`config.mk`:
```
export PLATFORM = sky130hd
export DESIGN_NAME = wb_chunker
export DESIGN_NICKNAME = d
export VERILOG_FILES = /design/src/rtl/wb_chunker.sv
export SDC_FILE = /design/constraint.sdc
export NUM_CORES = 1
export LEC_CHECK = 0
export BUFFER_PORTS_ARGS = -buffer_cell sky130_fd_sc_hd__buf_2
export CORE_MARGIN = 2
export CORE_UTILIZATION = 61
export DETAILED_ROUTE_END_ITERATION = 10
export PLACE_DENSITY = 0.83
export SETUP_SLACK_MARGIN = 0.15
export SLEW_MARGIN = 20
export SYNTH_ARGS = -nofsm -noshare
export SYNTH_HDL_FRONTEND = slang
export SYNTH_SLANG_ARGS = --single-unit
```
`constraint.sdc`:
```
create_clock -name clk_i -period 3.9 [get_ports clk_i]
set_clock_uncertainty 0.1 [all_clocks]
set_input_delay 0.585 -clock clk_i [delete_from_list [all_inputs] [get_ports clk_i]]
set_output_delay 0.585 -clock clk_i [all_outputs]
set_load 0.005 [all_outputs]
```
`src/rtl/wb_chunker.sv`:
```
// rtl/wb_chunker.sv - serialises prefetched WIDTH-bit words into CHUNK-bit Wishbone reads; optional macro WB_CHUNKER_PIPELINED_EN
module wb_chunker #(
  parameter int WIDTH     = 48,
  parameter int CHUNK     = 8,
  parameter int COUNT     = (WIDTH + CHUNK - 1) / CHUNK,
  parameter int DEPTH     = 2,
  parameter int ABITS     = 1,
  parameter bit MSB_FIRST = 1'b0,
  parameter int DELAY     = 3
) (
  input  logic             clk_i,
  input  logic             rst_i,
  input  logic             cyc_i,
  input  logic             stb_i,
  input  logic             we_i,
  output logic             ack_o,
  output logic             stall_o,
  input  logic [CHUNK-1:0] dat_i,
  output logic [CHUNK-1:0] dat_o,
  output logic             fetch_o,
  input  logic             ready_i,
  input  logic [WIDTH-1:0] value_i,
  output logic             valid_o,
  output logic [ABITS:0]   level_o
);

  localparam int IBITS = (COUNT > 1) ? $clog2(COUNT) : 1;
  localparam int PBITS = COUNT * CHUNK;
  localparam logic [IBITS-1:0] LAST_IDX   = IBITS'(COUNT - 1);
  localparam logic [ABITS:0]   FULL_LEVEL = (ABITS + 1)'(DEPTH);

  // FIFO storage and bookkeeping
  logic [WIDTH-1:0] mem_q [DEPTH];
  logic [ABITS-1:0] wr_ptr_q, wr_ptr_d;
  logic [ABITS-1:0] rd_ptr_q, rd_ptr_d;
  logic [ABITS:0]   level_q, level_d;

  // Serialiser: one word plus the index of the next chunk to hand out
  logic [WIDTH-1:0] word_q, word_d;
  logic [IBITS-1:0] idx_q, idx_d;
  logic             valid_q, valid_d;

  // Bus response and upstream request
  logic             ack_q, ack_d;
  logic [CHUNK-1:0] dat_q, dat_d;
  logic             fetch_q, fetch_d;

  // Decoded per-cycle events
  logic             rd_strobe, wr_strobe;
  logic             rd_take, wr_take;
  logic             stall_w;
  logic             flush, push, pop, last_chunk;
  logic [WIDTH-1:0] head;
  logic [PBITS-1:0] padded;
  logic [CHUNK-1:0] cur_chunk;

  // Only bit 0 of write data carries a command; DELAY has no meaning in hardware
  logic unused_w;
  assign unused_w = ^{dat_i[CHUNK-1:1], DELAY};

  assign head = mem_q[rd_ptr_q];

  // Bus request decode; classic mode blocks new requests while an ack is showing
  always_comb begin
    rd_strobe = cyc_i && stb_i && !we_i;
    wr_strobe = cyc_i && stb_i && we_i;
`ifdef WB_CHUNKER_PIPELINED_EN
    stall_w   = rd_strobe && !valid_q;
    rd_take   = rd_strobe && valid_q;
    wr_take   = wr_strobe;
`else
    stall_w   = 1'b0;
    rd_take   = rd_strobe && valid_q && !ack_q;
    wr_take   = wr_strobe && !ack_q;
`endif
    flush      = wr_take && dat_i[0];
    last_chunk = (idx_q == LAST_IDX);
    // Refill the serialiser when it is empty or its last chunk leaves this cycle
    pop        = !flush && (level_q != '0) && (!valid_q || (rd_take && last_chunk));
    // A word arriving alongside a flush is dropped with the rest of the buffer
    push       = fetch_q && ready_i && !flush;
  end

  // Current chunk of the zero-extended word, in the configured order
  always_comb begin
    padded             = '0;
    padded[WIDTH-1:0]  = word_q;
    cur_chunk          = '0;
    for (int k = 0; k < COUNT; k++) begin
      if (idx_q == IBITS'(k)) begin
        if (MSB_FIRST) cur_chunk = padded[(COUNT - 1 - k) * CHUNK +: CHUNK];
        else           cur_chunk = padded[k * CHUNK +: CHUNK];
      end
    end
  end

  // Next-state for FIFO, serialiser, bus response and upstream request
  always_comb begin
    wr_ptr_d = wr_ptr_q;
    rd_ptr_d = rd_ptr_q;
    level_d  = level_q;
    word_d   = word_q;
    idx_d    = idx_q;
    valid_d  = valid_q;
    dat_d    = dat_q;
    ack_d    = rd_take || wr_take;

    if (flush) begin
      wr_ptr_d = '0;
      rd_ptr_d = '0;
      level_d  = '0;
      idx_d    = '0;
      valid_d  = 1'b0;
    end else begin
      wr_ptr_d = wr_ptr_q + ABITS'(push);
      rd_ptr_d = rd_ptr_q + ABITS'(pop);
      level_d  = level_q + (ABITS + 1)'(push) - (ABITS + 1)'(pop);

      if (rd_take) begin
        dat_d = cur_chunk;
        if (last_chunk) begin
          idx_d   = '0;
          valid_d = pop;
        end else begin
          idx_d   = idx_q + IBITS'(1);
        end
      end

      if (pop) begin
        word_d  = head;
        idx_d   = '0;
        valid_d = 1'b1;
      end
    end

    // Ask upstream for more whenever the FIFO will have room after this cycle
    fetch_d = (level_d < FULL_LEVEL);
  end

  // State registers with synchronous reset; reset abandons any upstream handshake
  always_ff @(posedge clk_i) begin
    if (rst_i) begin
      wr_ptr_q <= '0;
      rd_ptr_q <= '0;
      level_q  <= '0;
      word_q   <= '0;
      idx_q    <= '0;
      valid_q  <= 1'b0;
      ack_q    <= 1'b0;
      dat_q    <= '0;
      fetch_q  <= 1'b0;
    end else begin
      wr_ptr_q <= wr_ptr_d;
      rd_ptr_q <= rd_ptr_d;
      level_q  <= level_d;
      word_q   <= word_d;
      idx_q    <= idx_d;
      valid_q  <= valid_d;
      ack_q    <= ack_d;
      dat_q    <= dat_d;
      fetch_q  <= fetch_d;
    end
  end

  // FIFO entries need no reset: level_q gates every read of them
  always_ff @(posedge clk_i) begin
    if (push) mem_q[wr_ptr_q] <= value_i;
  end

  assign ack_o   = ack_q;
  assign stall_o = stall_w;
  assign dat_o   = dat_q;
  assign fetch_o = fetch_q;
  assign valid_o = valid_q;
  assign level_o = level_q;

endmodule

```
==> impl_results.md <==
* Hold Path Cell Cnt at 1
* Hold Path Class: primary input to flip-flop
* Core area at 0.01075 mm²
* Rel. slew slack at 0.3122
* Initial antenna violation count at 0
* # port buffers at 67
* Lkg Pwr at 2.603 nW
* First-pass GRT wire length at 19,010 µm
* Commonest cells after routing, fill and taps aside: edfxtp_1 (96), buf_2 (67), dfxtp_1 (65), mux2i_1 (58), a21oi_1 (50)
* Crit path launch type: flip-flop
* I/O pin count at 76
* Syn nets at 522
* CTS sink cnt at 162
* Slew Limit Fails at 0
* Filler instances at 714
* Switching part of the total power at 0.3260
* Fmax at 414.5 MHz
* Minimum clock period at 2413 ps
* Nets at 580
* Max_cap viols at 0
* Setup_tns at 0 ps
* Clk_lat worst skew at 540 ps
* Iter 0 DRT Violations at 201
* Period utilization at 0.6186
* Power Density at 743.7 mW/mm²
* CP max FO at 21
* Clock Power Share at 0.289
* Met1 Use GR at 0.2685
* Hold Crit Endpoint: mem_q[1][39]
* CTS tree: yes
* R2R Path Start: idx_q[0]
* Hpwl dp at 7414 µm
* Area Overhead vs Synth at 14.12%
* GRT busiest layer: met2
* CTS max path bufs at 2
* Setup Buffers After CTS at 0
* Total GRT Usage at 0.2164
* Yosys warns at 0
* Cell count of the worst reg-to-reg path at 7
* Synth async-reset ratio at 0
* Most common cell after layout, fill and taps aside: edfxtp_1
* Antenna cell count at 0
* Worst-path clk slew at 70 ps
* Hold Vio Cnt, Final at 0
* Post-CTS sizing at 0
* Synth Instances at 455
* Root Driver: clkbuf_8
* Vias in the first global route at 3,871
* Starting Density at 0.6195
* Worst setup EP type: flip-flop
* FF-to-FF setup slack at 1490 ps
* DRT antenna net count at 0
* Die Ht at 108.5 µm
* Worst vdd ir at 0.4355 mV
* Combinational share of power at 0.265
* RR Endpoint: dat_o[6]
* Post-DR wirelength/cell at 17.85 µm
* Synth Area per Inst at 14.63 µm²
* Seq pwr share at 0.445
* Worst EP arrival at 2750 ps
* Via density at 5.728
* Sw power at 0.001841 W
* Post-route setup slack at 1487 ps
* Tightest Pin Transition at 1032 ps
* CP required at 4230 ps
* EDFF count, synth at 96
* Final WL at 11,890 µm
* Hold path startpoint: value_i[39]
* Die width at 108.5 µm
* Crit Path Class: flip-flop to flip-flop
* Global route overflow at 0
* Detailed-router iteration count before antenna repair at 4
* RSZ-0062 raised after global routing: no
* Status: complete, no violations
* Vias at 3,815
* Top FF cell, synth: edfxtp_1
* Hold-fix buffers at CTS at 0
* Die Area at 0.01176 mm²
* Pre-CTS setup slack at 1396 ps
* Count of final setup violators at 0
* Layout cell share with drive strength beyond 1 at 0.3384
* H-tree depth at 4
* Sequential-to-total area share from yosys stat at 0.6316
* FP Rows at 38
* Routability cong. at 0.7508
* GR Layer Usage met2 at 0.3598
* Mapped Area at 0.006656 mm²
* Flops & latches, synth at 162
* Largest net degree at the start of global routing at 53
* Total CTS buffers at 17
* Placed cells at 634
* Met3 Resource Use GR at 0.06269
* Count of different cell masters after synthesis at 40
* Fin cells at 666
* DRC errors left at 0
* Internal power at 0.003808 W
[kinds of logic (layout without fill, tap and decap cells)]
group / Yosys count / count (layout) / synth area share
buffers and inverters: 43 / 114 / 0.03872
DFF: 162 / 162 / 0.6316
muxes: 67 / 67 / 0.1024
adders and majority gates: 5 / 5 / 0.009398
AOI/OAI and AO/OA: 126 / 126 / 0.1673
and+or+nand+nor: 48 / 48 / 0.04605
other: 1 / 1 / 0.0005634
xor gates and xnor gates: 3 / 3 / 0.003948
[worst max-delay path, stage by stage (launching register included)]
cell	delay, ps
dfxtp_1	320
buf_4	230
and2_1	180
ha_1	330
nor4b_4	480
a221o_1	240
a21oi_1	60
a2111oi_2	360
[power by group through the flow]
stage                     Clock (W)  Combinational [W]  Sequential, W
after floorplan                   0            0.00135        0.00239
after global placement            0            0.00145        0.00252
after detailed placement          0            0.00149        0.00254
after CTS                   0.00165            0.00151        0.00251
after global routing        0.00173            0.00164        0.00255
final                       0.00163            0.00150        0.00252
[registers in the layout (all words and copies together), names as in the netlist, 2 cells and up]
name and cells:
mem_q 96, padded 48, level_o 2, idx_q 3
dat_o 8
[how the worst max path moves through the flow]
stage / from / to / slack [ps] / cells after the start
detailed placement: stb_i / rd_ptr_q / 1400 / 6
CTS: idx_q[0] / dat_o[6] / 1500 / 7
global placement: we_i / rd_ptr_q / 1410 / 6
finish: idx_q[0] / dat_o[6] / 1490 / 7
floorplan: stb_i / mem_q[1][0] / 1160 / 5
global route: idx_q[0] / dat_o[6] / 1390 / 7
[final cells by class]
class                           count  area, µm²  share of cell area
Inverter                            6      22.52            0.002965
Clock inverter                     14      163.9             0.02158
Tap cell                          140      175.2             0.02306
Sequential cell                   162       4205              0.5536
Multi-Input combinational cell    250       2208              0.2907
Clock buffer                       18      417.9             0.05502
Timing Repair Buffer               76      402.9             0.05304
[cells in the mapped netlist (all sizes together), types with 2 or more instances]
cell type	count	area share
and2	3	0.0028
xnor2	3	0.0039
buf	24	0.028
nand2b	7	0.0066
ha	5	0.0094
a21oi	60	0.051
mux2	9	0.015
a221o	8	0.012
nor3	4	0.0053
edfxtp	96	0.43
inv	6	0.0034
o32ai	7	0.0092
nand2	15	0.0085
nor2b	2	0.0019
nand3b	2	0.0047
nor2	9	0.0055
clkbuf	13	0.0073
dfxtp	66	0.20
mux2i	58	0.087
a211oi	48	0.089
[metal layers]
| metal | routed length (µm) | vias to the layer above |
|---|---|---|
| met2 | 5950 | 93 |
| met3 | 566 | 19 |
| met5 | 0 | - |
| met4 | 178 | 0 |
| li1 | - | 1857 |
| met1 | 5189 | 1846 |
[per-stage QoR]
stage / utilization / total power [W] / hold slack, ps / area [µm²]
after global routing: 0.7069 / 0.005926 / 112.5 / 7596
after global placement: 0.6528 / 0.003967 / 399.0 / 7014
after detailed placement: 0.6528 / 0.004031 / 388.0 / 7014
after floorplan: - / 0.003749 / 378.7 / 6656
after CTS: 0.7069 / 0.005674 / 115.7 / 7596
final: 0.7069 / 0.005649 / 133.7 / 7596
Note: power is estimated with default switching activity, not from simulation.
